$ cat config.mk
export PLATFORM = sky130hd
export DESIGN_NAME = mem_arbiter
export DESIGN_NICKNAME = d
export VERILOG_FILES = /design/src/rtl/mem_arbiter_pkg.sv /design/src/rtl/mem_arbiter.sv
export SDC_FILE = /design/constraint.sdc
export NUM_CORES = 1
export LEC_CHECK = 0
export CAP_MARGIN = 20
export CORE_ASPECT_RATIO = 0.75
export CORE_MARGIN = 1
export CORE_UTILIZATION = 35
export DETAILED_ROUTE_END_ITERATION = 8
export HOLD_SLACK_MARGIN = 0.15
export PLACE_DENSITY = 0.92
export SYNTH_ARGS = -nofsm -noshare
export SYNTH_HDL_FRONTEND = slang
export SYNTH_SLANG_ARGS = --single-unit
$ cat constraint.sdc
create_clock -name clk -period 2.04 [get_ports clk]
set_input_delay 0.408 -clock clk [delete_from_list [all_inputs] [get_ports clk]]
set_output_delay 0.408 -clock clk [all_outputs]
set_load 0.02 [all_outputs]
$ cat src/rtl/mem_arbiter_pkg.sv
// Shared types and defaults for the fetch/data memory arbiter.
package mem_arbiter_pkg;

    // Arbiter ownership of the shared memory port
    typedef enum logic [1:0] {
        IDLE    = 2'd0,
        IF_BUSY = 2'd1,
        DM_BUSY = 2'd2
    } arb_state_e;

    // Default number of consecutive data grants tolerated while fetch waits
    localparam int STARVE_LIMIT_DEF = 4;

endpackage

$ cat src/rtl/mem_arbiter.sv
// Two-port memory arbiter: instruction fetch and data port share one
// registered memory request channel. Data port normally wins; fetch is
// forced through after STARVE_LIMIT consecutive data grants while it waits.
module mem_arbiter
    import mem_arbiter_pkg::*;
#(
    parameter int STARVE_LIMIT = STARVE_LIMIT_DEF
) (
    input  logic        clk,
    input  logic        rst,
    input  logic        if_req,
    input  logic [31:0] if_addr,
    output logic        if_ack,
    output logic [31:0] if_rdata,
    input  logic        dm_req,
    input  logic        dm_we,
    input  logic [3:0]  dm_be,
    input  logic [31:0] dm_addr,
    input  logic [31:0] dm_wdata,
    output logic        dm_ack,
    output logic [31:0] dm_rdata,
    output logic        mem_valid,
    output logic        mem_we,
    output logic [3:0]  mem_be,
    output logic [31:0] mem_addr,
    output logic [31:0] mem_wdata,
    input  logic        mem_ready,
    input  logic [31:0] mem_rdata,
    output logic        stall_if,
    output logic        stall_mem
);

    localparam int CNT_W = (STARVE_LIMIT < 1) ? 1 : $clog2(STARVE_LIMIT + 1);
    localparam logic [CNT_W-1:0] LIMIT = CNT_W'(STARVE_LIMIT);

    arb_state_e       state_q, state_d;
    logic [CNT_W-1:0] starve_cnt_q, starve_cnt_d;
    logic             mem_valid_q, mem_valid_d;
    logic             mem_we_q, mem_we_d;
    logic [3:0]       mem_be_q, mem_be_d;
    logic [31:0]      mem_addr_q, mem_addr_d;
    logic [31:0]      mem_wdata_q, mem_wdata_d;
    logic             fetch_forced;

    // Fetch overrides the data port only once it has been starved long enough
    assign fetch_forced = if_req && (starve_cnt_q == LIMIT);

    // Next-state, grant selection and memory request field staging
    always_comb begin
        state_d      = state_q;
        starve_cnt_d = starve_cnt_q;
        mem_valid_d  = mem_valid_q;
        mem_we_d     = mem_we_q;
        mem_be_d     = mem_be_q;
        mem_addr_d   = mem_addr_q;
        mem_wdata_d  = mem_wdata_q;

        unique case (state_q)
            IDLE: begin
                if (dm_req && !fetch_forced) begin
                    state_d     = DM_BUSY;
                    mem_valid_d = 1'b1;
                    mem_we_d    = dm_we;
                    mem_be_d    = dm_be;
                    mem_addr_d  = dm_addr;
                    mem_wdata_d = dm_wdata;
                    // Count only data grants that made fetch wait
                    if (!if_req) begin
                        starve_cnt_d = '0;
                    end else if (starve_cnt_q != LIMIT) begin
                        starve_cnt_d = starve_cnt_q + 1'b1;
                    end
                end else if (if_req) begin
                    state_d      = IF_BUSY;
                    mem_valid_d  = 1'b1;
                    mem_we_d     = 1'b0;
                    mem_be_d     = 4'hF;
                    mem_addr_d   = if_addr;
                    mem_wdata_d  = '0;
                    starve_cnt_d = '0;
                end
            end
            IF_BUSY, DM_BUSY: begin
                // Request fields stay frozen until memory completes
                if (mem_ready) begin
                    state_d     = IDLE;
                    mem_valid_d = 1'b0;
                end
            end
            default: begin
                state_d     = IDLE;
                mem_valid_d = 1'b0;
            end
        endcase
    end

    // State, starvation counter and registered memory request
    always_ff @(posedge clk or negedge rst) begin
        if (!rst) begin
            state_q      <= IDLE;
            starve_cnt_q <= '0;
            mem_valid_q  <= 1'b0;
            mem_we_q     <= 1'b0;
            mem_be_q     <= '0;
            mem_addr_q   <= '0;
            mem_wdata_q  <= '0;
        end else begin
            state_q      <= state_d;
            starve_cnt_q <= starve_cnt_d;
            mem_valid_q  <= mem_valid_d;
            mem_we_q     <= mem_we_d;
            mem_be_q     <= mem_be_d;
            mem_addr_q   <= mem_addr_d;
            mem_wdata_q  <= mem_wdata_d;
        end
    end

    assign mem_valid = mem_valid_q;
    assign mem_we    = mem_we_q;
    assign mem_be    = mem_be_q;
    assign mem_addr  = mem_addr_q;
    assign mem_wdata = mem_wdata_q;

    // Completion is combinational from mem_ready; ready in IDLE is ignored
    assign if_ack   = (state_q == IF_BUSY) && mem_ready;
    assign dm_ack   = (state_q == DM_BUSY) && mem_ready;
    assign if_rdata = if_ack ? mem_rdata : '0;
    assign dm_rdata = dm_ack ? mem_rdata : '0;

    assign stall_if  = if_req & ~if_ack;
    assign stall_mem = dm_req & ~dm_ack;

endmodule

==> qor.yml, run 1 <==
synth:
  synthFlopType: "dfrtp_1"
  syn-cell-area_mm2: 0.003928
  synth_edf_count: 0
  syn_inst: 460
  synth_top_cell_area_share: 0.4779
  ys_ff_latch: 75
  synth_common_cells: "nand2_1 (133), dfrtp_1 (75), and3_1 (64)"
  synth_cell_types: 26
  yosysWarnings: 0
  syn-num-nets: 603
  seq_area_frac_synth: 0.4779
  synth_area_leaders: "dfrtp_1 (48%), nand2_1 (13%), and3_1 (10%)"
  syn_area_per_cell_um2: 8.538
  yosysMostFrequentCell: "nand2_1"
  ys_async_sr_fraction: 1.000
  synth_top_cell_by_area: "dfrtp_1"
layout:
  area_growth_syn_to_layout_pct: 82.29
  drive_gt1_frac: 0.1593
  n_fill_cell: 863
  regArea_mm2: 0.001877
  nets: 866
  multi_input_area_mm2: 0.001807
detailed_routing:
  dr.pass1.iters: 5
  drt_iter0_markers: 221
  num_vias: 4544
  wire_per_inst_um: 16.86
  drcViolationCount: 0
  drt-total-wl_mm: 14.65
  post_drt_via_cell_ratio: 5.229
  antenna_left: 0
critical_path:
  startpoint_type: "input pin"
  slowest_stage: "clkdlybuf4s50_1"
  critPathMaxFanout: 65
  critical_path_required_ns: 1.63
  end_kind: "primary output"
  crit_chain: "clkdlybuf4s50_1 > buf_12 > and3_1 > clkdlybuf4s15_2"
  crit_family: "buffers and inverters"
  critPathKind: "in2out"
  critPathBufInv: 3
  r2r_slack_ns: 0.19
  critical_path_arrival_ns: 1.62
  max_stage_delay_ns: 0.52
  ff2ff_path_depth: 7
  rr_endpoint: "mem_wdata[3]$_DFFE_PN0P_"
  timing.rr.start: "state_q[0]$_DFFE_PN0P_"
timing:
  rsz0062_at_grt: "true"
  min_period_over_period: 0.9948
  drv_slew: 0
  relSlewSlack: 0.6678
  tightest_slew_ns: 0.4983
  setup-violations-final: 0
  whs_ns: 0.4833
  fmax_ghz: 0.4928
  fin_skew_ns: 0.009365
  fin_ws_ns: 0.01066
  final_hold_viol_count: 0
  layout_min_cycle_time_ns: 2.029
placement:
  place.port_buffers: 275
  post-place-ws_ns: -0.3824
  dp_hpwl_mm: 10.60
  gp_congestion: 0.8304
die:
  rows: 33
  io_pins: 276
  start_util: 0.3589
  die_w_um: 124.3
  die_y_um: 93.74
  core-area_mm2: 0.01094
  die-area_mm2: 0.01165
global_routing:
  track_usage: 0.2403
  antenna_found_initial: 1
  grt_pass1_vias: 4333
  grt_max_degree: 66
  grt_overflow: 0
  grt_pass1_wl_mm: 22.37
clock_network:
  h-tree-depth: 3
  cts.path.max_buffers: 2
  cts_tree: "done"
  cts.sinks: 75
  cts_buffers: 9
  clkSlewWorstSetupHoldPaths_ns: 0.05
  clk_latency_ns: 0.32
  clock-root-buffer: "clkbuf_16"
run:
  maxCapViolCount: 0
worst_hold_path:
  hold_class: "reg2reg"
  min-delay-start: "mem_wdata[27]$_DFFE_PN0P_"
  hold_depth: 2
  hold_path_end: "mem_wdata[27]$_DFFE_PN0P_"
pwr:
  powerDensity_mw_per_mm2: 1411
  peakVddDrop_mv: 0.6627
  power.leakage_uw: 0.003278
  total_power_uw: 10100
outcome:
  status: "finished clean"
==> kinds of logic (layout without fill, tap and decap cells) <==
| logic type | Yosys count | in the layout | share of synthesized area |
|---|---|---|---|
| fa+ha+maj | 5 | 5 | 0.01593 |
| compound gates | 79 | 79 | 0.1332 |
| simple gates | 249 | 249 | 0.3087 |
| buf+inv | 52 | 320 | 0.06435 |
| other cells | 0 | 1 | 0 |
| flops | 75 | 75 | 0.4779 |
==> placed cells by master (no fill, tap or decap), drive strengths merged <==
cell type | Yosys | layout
a21oi | 4 | 4
inv | 5 | 6
clkdlybuf4s15 | 0 | 28
clkdlybuf4s50 | 0 | 206
nand4 | 33 | 33
o21a | 1 | 1
nand2 | 133 | 133
nor2 | 10 | 10
nand3 | 1 | 1
nand3b | 1 | 1
dlygate4sd3 | 0 | 1
a22o | 2 | 2
nand2b | 1 | 1
a32o | 1 | 1
a21o | 2 | 2
clkinv | 0 | 1
o211ai | 32 | 32
bufinv | 0 | 3
clkinvlp | 0 | 1
dfrtp | 75 | 75
and2 | 3 | 3
and3 | 64 | 64
o21ai | 36 | 36
nor2b | 3 | 3
o22ai | 1 | 1
buf | 22 | 55
diode | 0 | 1
ha | 5 | 5
clkbuf | 25 | 19
==> per-stage QoR <==
stage	instance area (um2)	cells	util	TNS [ns]
2_1_floorplan	3928	460	-	0
3_3_place_gp	6928	850	0.6332	-18.64
3_5_place_dp	6928	850	0.6332	-19.33
4_1_cts	7357	867	0.6724	-0.01031
5_1_grt	7159	869	0.6543	-1.023
6_report	7159	869	0.6543	0
==> layer usage <==
metal,track usage,routed length (um),part of all wire
met4,0.06928,310,0.021
met5,0,0,0
met2,0.4438,7820,0.53
met1,0.2718,5470,0.37
met3,0.06606,1048,0.072
==> registers in the layout, summed over array words and instances (netlist names) <==
register / flops
state_q: 2
mem_wdata: 32
mem_valid: 1
mem_be: 4
mem_addr: 32
starve_cnt_q: 3
mem_we: 1
==> timing repair <==
action                                  4_1_cts  5_1_grt
hold buffers                                  1        0
endpoints found under the setup margin       66       66
setup buffers                                 0        1
resized for setup                           188       39
hold endpoints to repair                     35        0
pin swaps                                     0        0
==> worst max path at each step <==
| stage | from | to | cells after the start |
|---|---|---|---|
| final | mem_ready | if_rdata[8] | 4 |
| after global routing | state_q[0]$_DFFE_PN0P_ | dm_rdata[9] | 5 |
| after CTS | state_q[1]$_DFFE_PN0P_ | stall_if | 6 |
| after detailed placement | mem_ready | stall_if | 5 |
| after global placement | mem_ready | stall_if | 5 |
| after floorplan | dm_req | stall_mem | 3 |
==> power breakdown <==
part           switching (uW)  internal (uW)  total (uW)
sequential                406           2200        2600
clock                     612           1230        1840
combinational            3080           2570        5650
==> worst min-delay path, cell delays in order, from the launching register on <==
cell and delay, ns:
dfrtp_1 0.34, nand2_1 0.05, o21ai_0 0.06
==> final cells by class <==
type                    count  share of cell area
clock inverters             6             0.01555
inverters                   5            0.002621
multi-input cells         333              0.2524
flip-flops and latches     75              0.2621
repair buffers            299              0.4091
clock buffers              10             0.03338
diodes                      1           0.0003495
well taps                 140             0.02447
Power figures use the tool's default switching activity.
==> run 2, diff against run 1 <==
--- a/config.mk
+++ b/config.mk
@@ -9,6 +9,7 @@
 export CORE_ASPECT_RATIO = 0.75
 export CORE_MARGIN = 1
 export CORE_UTILIZATION = 35
+export CTS_CLUSTER_SIZE = 24
 export DETAILED_ROUTE_END_ITERATION = 8
 export HOLD_SLACK_MARGIN = 0.15
 export PLACE_DENSITY = 0.92
==> results of run 2 <==
The final DEF is identical to that of run 1; final timing and power are the same.
==> RTL edit: new RTL, settings of run 1 <==
Re-encode `arb_state_e` (3 states) as one-hot, 3 bits wide.
--- a/src/rtl/mem_arbiter_pkg.sv
+++ b/src/rtl/mem_arbiter_pkg.sv
@@ -2,10 +2,10 @@
 package mem_arbiter_pkg;
 
     // Arbiter ownership of the shared memory port
-    typedef enum logic [1:0] {
-        IDLE    = 2'd0,
-        IF_BUSY = 2'd1,
-        DM_BUSY = 2'd2
+    typedef enum logic [2:0] {
+        IDLE    = 3'b001,
+        IF_BUSY = 3'b010,
+        DM_BUSY = 3'b100
     } arb_state_e;
 
     // Default number of consecutive data grants tolerated while fetch waits
Formal check against the unedited RTL: no difference found for any inputs over 4 cycles, from zero or initial values and one cycle with rst low; so few cycles prove little.
==> RTL edit against run 1 <==
Cell area grew 0.93%. Die area down 8.5%. Synthesized area fell by 8.7%. The run now ends with negative setup slack left. Sequential cell count grew 1. Via count decreased by 15%. Largest power group unchanged. Routed wire length increased by 1.2%. Largest cell class unchanged. Power is 8.8% lower. Critical path type is now reg2out. Setup slack worse by 130 ps.
==> RTL edit: results (changes against run 1) <==
Crit Path Max Fanout 4 (was 65); Non-Filler Instances 740 (was 869); HPWL Detailed 10400 µm (was 10600 µm); vias per inst 5.21 (was 5.23); Max stage delay on crit path 420 ps (was 520 ps); Layout Utilization 73.6% (was 65.4%); pwr/cell area 1280 nW/µm² (was 1410 nW/µm²); P_seq 2.59 mW (was 2.60 mW); Hold Path Stages 1 (was 2); setup TNS -4010 ps (was 0 ps); Signal buffers 313 (was 299); Static Leak 3.18 nW (was 3.28 nW); invs w/o clock 4 (was 5); Finish-stage setup viols 65 (was 0); failing checks negative setup slack; Synth cell types 31 (was 26); sinks on the clock net 76 (was 75); routed length per placed instance 20.0 µm (was 16.9 µm); status finished with violations (was complete, no violations); FF-to-FF End mem_addr[16]$_DFFE_PN0P_ (was mem_wdata[3]$_DFFE_PN0P_); Seq/Total Area, Yosys 53.1% (was 47.8%); Final WS setup -117 ps (was 10.7 ps); multi-input logic cell count 199 (was 333); Fillers 648 (was 863); Peak VDD IR 0.000787 V (was 0.000663 V); Post-CTS Repair Setup Buffers 10 (was 0); Commonest cells post-synth dfrtp_1 (75), and2_1 (65), a22o_1 (33) (was nand2_1 (133), dfrtp_1 (75), and3_1 (64)); clock power share 16.5% (was 18.2%); vias in the first global route 3943 (was 4333); hold path startpoint mem_be[0]$_DFFE_PN0P_ (was mem_wdata[27]$_DFFE_PN0P_); worst hold path endpoint mem_be[0]$_DFFE_PN0P_ (was mem_wdata[27]$_DFFE_PN0P_); Worst R2R Setup Slack 130 ps (was 190 ps); r2r startpoint state_q[2]$_DFFE_PN0P_ (was state_q[0]$_DFFE_PN0P_); GRT met1 Usage 30.9% (was 27.2%); M2 GR Usage 48.0% (was 44.4%); placed cell count 709 (was 850); gp weighted congestion 0.822 (was 0.830); met3 GRT Util 7.95% (was 6.61%)
RTL edit: kinds of logic (layout without fill, tap and decap cells):
| family | after synthesis | after routing | synth area share (%) |
|---|---|---|---|
| DFF | 76 | 76 | 53.1 |
| and+or+nand+nor | 87 | 87 | 15.4 |
| buffers and inverters | 33 | 333 | 3.98 |
| adders and majority gates | 2 | 2 | 0.697 |
| xor gates and xnor gates | 1 | 1 | 0.244 |
| AOI/OAI and AO/OA | 109 | 109 | 26.6 |
RTL edit: worst max-delay path by stage:
stage	start	cells after the start	slack, ps	end
floorplan	state_q[2]$_DFFE_PN0P_	4	30	if_rdata[23]
detailed placement	mem_ready	5	-650	if_rdata[29]
global placement	mem_ready	5	-540	if_rdata[29]
finish	state_q[2]$_DFFE_PN0P_	6	-120	if_rdata[27]
global route	state_q[2]$_DFFE_PN0P_	5	-160	dm_rdata[29]
CTS	state_q[2]$_DFFE_PN0P_	7	-150	if_rdata[20]
